===== src/rtl/mem_stage_lsu_pkg.sv =====
// Shared definitions for the MEM-stage load/store unit: load op codes,
// stall polarity, default stall width and the response-tracking FSM encoding.
package mem_stage_lsu_pkg;

    localparam logic STOP    = 1'b1;
    localparam logic NO_STOP = 1'b0;

    localparam int STALL_W_DEF = 6;

    localparam logic [2:0] LD_LW  = 3'b000;
    localparam logic [2:0] LD_LB  = 3'b001;
    localparam logic [2:0] LD_LBU = 3'b010;
    localparam logic [2:0] LD_LH  = 3'b011;
    localparam logic [2:0] LD_LHU = 3'b100;
    localparam logic [2:0] LD_LD  = 3'b101;

    typedef enum logic [1:0] {
        IDLE = 2'd0,
        WAIT = 2'd1,
        DONE = 2'd2
    } lsu_state_e;

endpackage


===== src/rtl/lsu_load_align.sv =====
// Combinational load-lane extraction, sign/zero extension and misalignment
// detection for a DATA_W-wide memory word.
module lsu_load_align
    import mem_stage_lsu_pkg::*;
#(
    parameter  int DATA_W = 32,
    localparam int OFF_W  = $clog2(DATA_W / 8)
) (
    input  logic [2:0]        ld_op,
    input  logic [OFF_W-1:0]  off,
    input  logic [DATA_W-1:0] rdata,
    output logic [DATA_W-1:0] data,
    output logic              misalign
);

    logic [DATA_W-1:0] shifted;

    // Bring the addressed byte lane down to bit 0; narrow ops then take the low bits.
    assign shifted = rdata >> {off, 3'b000};

    always_comb begin
        data     = DATA_W'($signed(shifted[31:0]));
        misalign = (off[1:0] != 2'b00);
        case (ld_op)
            LD_LB: begin
                data     = DATA_W'($signed(shifted[7:0]));
                misalign = 1'b0;
            end
            LD_LBU: begin
                data     = DATA_W'(shifted[7:0]);
                misalign = 1'b0;
            end
            LD_LH: begin
                data     = DATA_W'($signed(shifted[15:0]));
                misalign = off[0];
            end
            LD_LHU: begin
                data     = DATA_W'(shifted[15:0]);
                misalign = off[0];
            end
            LD_LD: begin
                // On a 32-bit datapath LD falls back to the LW defaults above.
                if (DATA_W == 64) begin
                    data     = rdata;
                    misalign = (off != '0);
                end
            end
            default: ;
        endcase
    end

endmodule


===== src/rtl/mem_stage_lsu.sv =====
// MEM pipeline stage with a variable-latency data-memory response: holds the
// EX->MEM register, tracks the outstanding load, drives WB and the ID forward bus.
module mem_stage_lsu
    import mem_stage_lsu_pkg::*;
#(
    parameter int DATA_W  = 32,
    parameter int PC_W    = 32,
    parameter int RA_W    = 5,
    parameter int STALL_W = STALL_W_DEF,
    parameter int MEM_IDX = 3
) (
    input  logic               clk,
    input  logic               rst,
    input  logic [STALL_W-1:0] stall,
    input  logic               ex_valid,
    input  logic [PC_W-1:0]    ex_pc,
    input  logic               ex_ld,
    input  logic [2:0]         ex_ld_op,
    input  logic               ex_rf_we,
    input  logic [RA_W-1:0]    ex_rf_waddr,
    input  logic [DATA_W-1:0]  ex_result,
    input  logic [DATA_W-1:0]  data_rdata,
    input  logic               data_ok,
    output logic               mem_stallreq,
    output logic               ld_misalign,
    output logic               wb_valid,
    output logic [PC_W-1:0]    wb_pc,
    output logic               wb_rf_we,
    output logic [RA_W-1:0]    wb_rf_waddr,
    output logic [DATA_W-1:0]  wb_rf_wdata,
    output logic               fwd_we,
    output logic [RA_W-1:0]    fwd_waddr,
    output logic [DATA_W-1:0]  fwd_wdata,
    output logic               fwd_pending
);

    localparam int OFF_W = $clog2(DATA_W / 8);

    logic              valid_reg;
    logic [PC_W-1:0]   pc_reg;
    logic              ld_reg;
    logic [2:0]        ld_op_reg;
    logic              rf_we_reg;
    logic [RA_W-1:0]   rf_waddr_reg;
    logic [DATA_W-1:0] result_reg;
    logic [DATA_W-1:0] rdata_buf_reg, rdata_buf_next;
    lsu_state_e        state_reg, state_next;

    logic              capture, bubble;
    logic              wait_nok, ld_slot, align_mis;
    logic [DATA_W-1:0] raw_data, ld_data;
    logic              stall_unused;

    // Only this stage's bit and the WB bit matter here.
    assign stall_unused = ^stall;

    assign bubble  = (stall[MEM_IDX] == STOP) && (stall[MEM_IDX+1] == NO_STOP);
    assign capture = (stall[MEM_IDX] == NO_STOP);

    always_ff @(posedge clk or negedge rst) begin
        if (!rst) begin
            valid_reg    <= 1'b0;
            pc_reg       <= '0;
            ld_reg       <= 1'b0;
            ld_op_reg    <= '0;
            rf_we_reg    <= 1'b0;
            rf_waddr_reg <= '0;
            result_reg   <= '0;
        end else if (bubble) begin
            valid_reg    <= 1'b0;
            pc_reg       <= '0;
            ld_reg       <= 1'b0;
            ld_op_reg    <= '0;
            rf_we_reg    <= 1'b0;
            rf_waddr_reg <= '0;
            result_reg   <= '0;
        end else if (capture) begin
            valid_reg    <= ex_valid;
            pc_reg       <= ex_pc;
            ld_reg       <= ex_ld;
            ld_op_reg    <= ex_ld_op;
            rf_we_reg    <= ex_rf_we;
            rf_waddr_reg <= ex_rf_waddr;
            result_reg   <= ex_result;
        end
    end

    always_ff @(posedge clk or negedge rst) begin
        if (!rst) begin
            state_reg     <= IDLE;
            rdata_buf_reg <= '0;
        end else begin
            state_reg     <= state_next;
            rdata_buf_reg <= rdata_buf_next;
        end
    end

    always_comb begin
        state_next     = state_reg;
        rdata_buf_next = rdata_buf_reg;
        if (capture) begin
            state_next = (ex_valid && ex_ld) ? WAIT : IDLE;
        end else if (bubble) begin
            state_next = IDLE;
        end else if ((state_reg == WAIT) && data_ok) begin
            state_next     = DONE;
            rdata_buf_next = data_rdata;
        end
    end

    // Responses seen in IDLE/DONE are strays; only WAIT looks at data_rdata.
    assign raw_data = (state_reg == DONE) ? rdata_buf_reg : data_rdata;

    lsu_load_align #(
        .DATA_W (DATA_W)
    ) u_align (
        .ld_op    (ld_op_reg),
        .off      (result_reg[OFF_W-1:0]),
        .rdata    (raw_data),
        .data     (ld_data),
        .misalign (align_mis)
    );

    assign wait_nok     = (state_reg == WAIT) && !data_ok;
    assign ld_slot      = valid_reg && ld_reg;

    assign mem_stallreq = wait_nok;
    assign ld_misalign  = ld_slot && align_mis;
    assign wb_valid     = valid_reg && !wait_nok;
    assign wb_pc        = pc_reg;
    assign wb_rf_we     = rf_we_reg && !wait_nok && !ld_misalign;
    assign wb_rf_waddr  = rf_waddr_reg;
    assign wb_rf_wdata  = ld_slot ? ld_data : result_reg;

    assign fwd_we       = rf_we_reg && !ld_misalign;
    assign fwd_waddr    = rf_waddr_reg;
    assign fwd_wdata    = wb_rf_wdata;
    assign fwd_pending  = wait_nok && !ld_misalign;

endmodule


===== config.mk =====
export PLATFORM = sky130hd
export DESIGN_NAME = mem_stage_lsu
export DESIGN_NICKNAME = d
export VERILOG_FILES = /design/src/rtl/mem_stage_lsu_pkg.sv /design/src/rtl/lsu_load_align.sv /design/src/rtl/mem_stage_lsu.sv
export SDC_FILE = /design/constraint.sdc
export NUM_CORES = 1
export LEC_CHECK = 0
export BUFFER_PORTS_ARGS = -buffer_cell sky130_fd_sc_hd__buf_2
export CORE_ASPECT_RATIO = 0.9
export CORE_UTILIZATION = 45
export DETAILED_ROUTE_END_ITERATION = 10
export PLACE_DENSITY_LB_ADDON = 0.1
export SETUP_SLACK_MARGIN = 0.1
export SYNTH_ARGS = -nofsm -noshare
export SYNTH_HDL_FRONTEND = slang
export SYNTH_SLANG_ARGS = --single-unit

===== constraint.sdc =====
create_clock -name clk -period 3.6 [get_ports clk]
set_clock_uncertainty 0.1 [all_clocks]
set_input_delay 0.72 -clock clk [delete_from_list [all_inputs] [get_ports clk]]
set_output_delay 0.72 -clock clk [all_outputs]
set_load 0.01 [all_outputs]

# Yosys cells after proc, flatten, opt, wreduce, memory -nomap -nowiden
# Index checks and enable logic that the tools add are counted.
[op_classes]
n_eq_ne = 8
shift = 1
mux = 22
bitwise = 2
n_reduce_logical = 18
[ops]
columns = ["cell", "count"]
rows = [
  ["2-to-1 mux 32 bit", 6],
  ["one-hot mux 32 bit (4 select lines)", 1],
  [">> shifter 32 x 5 -> 32 bit", 1],
  ["logical AND 1 bit", 11],
  ["2-to-1 mux 5 bit", 2],
  ["2-to-1 mux 1 bit", 7],
  ["== test 3 x 2 -> 1 bit (second input constant)", 2],
  ["2-to-1 mux 2 bit", 3],
  ["2-to-1 mux 3 bit", 2],
  ["OR reduction 2 bit", 2],
  ["== test 3 x 1 -> 1 bit (second input constant)", 1],
  ["== test 3 bit (second input constant)", 1],
  ["logical NOT 1 bit", 3],
  ["inequality test 3 x 1 -> 1 bit (second input constant)", 1],
  ["AND reduction 3 bit", 1],
  ["== test 2 x 1 -> 1 bit (second input constant)", 1],
  ["== test 2 bit (second input constant)", 1],
  ["inequality test 2 x 1 -> 1 bit (second input constant)", 1],
  ["NOT 1 bit", 2],
  ["one-hot mux 1 bit (2 select lines)", 1],
  ["nonzero test 2 bit", 1],
]
[totals]
regBits = 109
word_cells = 60

# Logic depth before layout (Yosys ltp)
[logic_depth]
word_depth = 6
mapped_depth = 8
ltp_nobuf = 5

# Hierarchy
# From an unflattened synthesis, not the netlist that was laid out.
[hier_totals]
hier_cells = 627
hier_area_um2 = 6223.5
[modules_own_cells]
columns = ["module", "n_inst", "cells_each", "area_each_um2", "seq_area_each_um2"]
rows = [
  ["mem_stage_lsu", 1, 514, 5422.7, 2727.6],
  ["lsu_load_align", 1, 113, 800.8, 0.0],
]

# Worst setup path after synthesis
# Ideal clock, no wire load.
[synth_path]
path_type = "input -> output"
from = "input port data_rdata[31]"
to = "output port wb_rf_wdata[20]"
t_arrival_ps = 2203
setup_slack_ps = 577
stages = 6
path_buffers = 2
path_cell_list = "mux4_2 -> a222oi_1 -> o21a_2 -> buf_6 -> a21oi_1 -> buf_4"
[synth_between]
elab_chain_cells = 4
[synth_lines]
columns = ["element", "line_no", "source"]
rows = [
  ["start, declared", "mem_stage_lsu.sv:22", "input logic [DATA_W-1:0] data_rdata,"],
  ["2-to-1 mux 32 bit", "mem_stage_lsu.sv:112", "assign raw_data = (state_reg == DONE) ? rdata_buf_reg : data_rdata;"],
  [">> shifter 32 x 5 -> 32 bit", "lsu_load_align.sv:19", "assign shifted = rdata >> {off, 3'b000};"],
  ["one-hot mux 32 bit (4 select lines)", "lsu_load_align.sv:24", "case (ld_op)"],
  ["2-to-1 mux 32 bit", "mem_stage_lsu.sv:133", "assign wb_rf_wdata = ld_slot ? ld_data : result_reg;"],
  ["end, declared", "mem_stage_lsu.sv:30", "output logic [DATA_W-1:0] wb_rf_wdata,"],
]
# Every way passes these cells.

# Final worst setup path
[layout_path]
from = "register state_reg[1]"
to = "output port wb_rf_wdata[23]"
[layout_between]
elab_chain_cells = 5
[layout_lines]
columns = ["element", "line_no", "source"]
rows = [
  ["start, declared", "mem_stage_lsu.sv:47", "lsu_state_e state_reg, state_next;"],
  ["start signal, assigned", "mem_stage_lsu.sv:93", "state_reg <= state_next;"],
  ["== test 2 bit", "mem_stage_lsu.sv:112", ""],
  ["2-to-1 mux 32 bit", "mem_stage_lsu.sv:112", ""],
  [">> shifter 32 x 5 -> 32 bit", "lsu_load_align.sv:19", ""],
  ["one-hot mux 32 bit (4 select lines)", "lsu_load_align.sv:24", ""],
  ["2-to-1 mux 32 bit", "mem_stage_lsu.sv:133", ""],
]
# Every way passes these cells.

==> results.sh <==
export IMPL_synth_enable_flop_cells=0
export IMPL_cp_cell_sequence="nand2b_4 -> mux4_2 -> a222oi_1 -> buf_4 -> o21a_2 -> a21oi_1 -> buf_2"
export IMPL_die_y_um=111
export IMPL_yosysTopAreaCell="dfrtp_1"
export IMPL_port_buffers=223
export IMPL_cts_hold_buf=0
export IMPL_vias_per_cell=5.13
export IMPL_ys_seq_area_share_pct=45.9
export IMPL_drv_slew=0
export IMPL_detail_route_antenna_nets=0
export IMPL_fin_util_pct=57.0
export IMPL_clkSlewWorstSetupHoldPaths_ns=0.07
export IMPL_cp_max_fo=8
export IMPL_synth_area_leaders="dfrtp_1 (46%), o21ai_0 (6.9%), mux2_2 (6.6%)"
export IMPL_die_area_um2=13700
export IMPL_drt_total_wl_mm=15.7
export IMPL_cts_buffers=9
export IMPL_power_switching_mw=0.885
export IMPL_drt_iter0_drc=263
export IMPL_synth_main_ff_cell="dfrtp_1"
export IMPL_num_vias=5160
export IMPL_grt_usage_pct=23.9
export IMPL_areaGrowthSynthToFinish_pct=22.6
export IMPL_holdWs_ns=0.295
export IMPL_finalHoldViolCount=0
export IMPL_yosysUniqueCellTypes=46
export IMPL_p_comb_share_pct=19.7
export IMPL_ys_async_sr_fraction_pct=100
export IMPL_syn_nets=789
export IMPL_antenna_found_initial=0
export IMPL_syn_area_um2=5940
export IMPL_tns_ns=0
export IMPL_cts_sinks=109
export IMPL_dpl_hpwl_mm=11.4
export IMPL_crit_arrival_ns=2.56
export IMPL_required_ns=2.78
export IMPL_cts_tree="built"
export IMPL_drc=0
export IMPL_crit_slowest_cell="mux4_2"
export IMPL_syn_area_per_cell_um2=8.83
export IMPL_core_um2=12800
export IMPL_pwr_share_clk_pct=35.3
export IMPL_htreeDepth=3
export IMPL_routedWlPerCell_um=15.6
export IMPL_drv_cap=0
export IMPL_drt_pre_antenna_iters=6
export IMPL_endpoint_kind="output port"
export IMPL_cp_start_kind="flip-flop"
export IMPL_initial_utilization_pct=46.5
export IMPL_finalCritPeriodShare_pct=93.8
export IMPL_leakage_nw=3.85
export IMPL_synth_warning_count=0
export IMPL_sw_frac_of_total_pct=27.4
export IMPL_num_rows=39
export IMPL_grt_overflow=0
export IMPL_gp_congestion=0.807
export IMPL_vdd_drop_max_mv=0.330
export IMPL_slowest_delay_ns=0.54
export IMPL_num_antenna_cells=0
export IMPL_layout_drive_gt1_share_pct=35.6
export IMPL_root_buffer="clkbuf_16"
export IMPL_postSynthRegisterBits=109
export IMPL_grt_pass1_wl_mm=25.1
export IMPL_die_w_um=123
export IMPL_criticalPathCategory="reg -> out"
export IMPL_grt_pass1_vias=5067
export IMPL_synth_top_area_share_pct=45.9
export IMPL_rr_startpoint="state_reg[1]$_DFFE_PN0P_"
export IMPL_period_needed_ns=3.38
export IMPL_setup_viol=0
export IMPL_outcome="complete, no violations"
export IMPL_max_freq_ghz=0.296
export IMPL_seq_power_share_pct=45.0
export IMPL_grt_max_degree=112
export IMPL_relSlewSlack_pct=35.8
export IMPL_crit_start="state_reg[1]$_DFFE_PN0P_"
export IMPL_num_io_pins=228
export IMPL_cts_buffer_depth=2
export IMPL_intPower_mw=2.35
export IMPL_power_density_nw_per_um2=444
export IMPL_clkLatencyLatePin_ns=0.35
export IMPL_worst_pin_slew_ns=0.963
export IMPL_min_path_type="in -> async"
export IMPL_cts_setup_buffers=0
export IMPL_synth_cells=673
export IMPL_final_cells=1006
export IMPL_rsz0062_at_grt="false"
export IMPL_finalNetCount=953
export IMPL_p_total_mw=3.23
export IMPL_dp_cells=989
export IMPL_reg2reg_slack_ns=1.92
-- worst max-delay path: cells and delay by family, from the launching register on --
family,cells,cell delay (ns)
simple gates,1,0.15
flops,1,0.48
buf+inv,2,0.37
compound gates,3,0.67
mux,1,0.54
-- power by group through the flow --
stage	logic (mW)	clock network, mW	registers (mW)
after floorplan	0.409	0	1.46
after global placement	0.626	0	1.46
after detailed placement	0.639	0	1.47
after CTS	0.641	1.17	1.45
after global routing	0.711	1.22	1.47
final	0.638	1.14	1.45
-- per-layer routing --
metal / wire length, um / track usage, %
met5: 0 / 0
met4: 145 / 4.98
met3: 947 / 6.48
met2: 8010 / 40.7
met1: 6580 / 30.1
-- kinds of logic (layout without fill, tap and decap cells) --
logic type / after synthesis / in the layout / share of synthesized area [%]
AND/OR/NAND/NOR: 182 / 182 / 13.7
XOR/XNOR: 1 / 1 / 0.147
buffers and inverters: 161 / 329 / 12.8
flip-flops: 109 / 109 / 45.9
AO/OA/AOI/OAI: 154 / 155 / 14.3
multiplexers: 66 / 66 / 13.1
-- Yosys cell counts (all sizes together) (2+ instances only) --
library cell and n:
and3b 2, o211ai 7, clkbuf 35, buf 48
o22ai 12, inv 78, mux4 6, nor3b 2
a21oi 38, or2 2, dfrtp 109, nand2b 4
or3 2, nor2b 4, o21ai 83, mux2 35
o2111ai 3, a31oi 3, mux2i 25, and2 2
nand3 34, o21a 2, nand2 76, nor3 3
nor2 45
-- layout make-up --
class / count / area, um2
inverters: 78 / 293
well taps: 164 / 205
fillers: 1206 / 5500
flip-flops and latches: 109 / 2730
clock buffers: 12 / 246
repair buffers: 235 / 1230
multi-input cells: 404 / 2480
clock inverters: 4 / 95.1
-- stage by stage --
step / worst slack [ns] / instance area, um2
after detailed placement: 0.272 / 6910
after global routing: 0.120 / 7280
final: 0.222 / 7280
after CTS: 0.114 / 7260
after floorplan: 0.577 / 5940
after global placement: 0.307 / 6910
-- cell usage in the layout (no fill, tap or decap), types with 12 or more instances in the layout --
cell / count
buf_2: 222
dfrtp_1: 108
o21ai_0: 82
inv_1: 78
nand2_1: 76
nor2_1: 45
a21oi_1: 37
mux2_2: 35
nand3_1: 34
mux2i_1: 25
o22ai_1: 12
-- timing repair --
action / in CTS / in global routing
endpoints found under the setup margin: 31 / 46
gates cloned: 0 / 1
gates resized for setup: 1 / 6
pin swaps: 0 / 1
-- path summary, 6_finish.rpt --
path,endpoint,cells past startpoint
max,wb_rf_wdata[23],7
min,rdata_buf_reg[6]$_DFFE_PN0P_,1
max reg2reg,rdata_buf_reg[11]$_DFFE_PN0P_,3
min reg2reg,wb_pc[15]$_DFFE_PN0N_,2
max in group asynchronous,state_reg[0]$_DFFE_PN0P_,2
min in group clk,wb_pc[15]$_DFFE_PN0N_,2
Power figures use the tool's default switching activity.
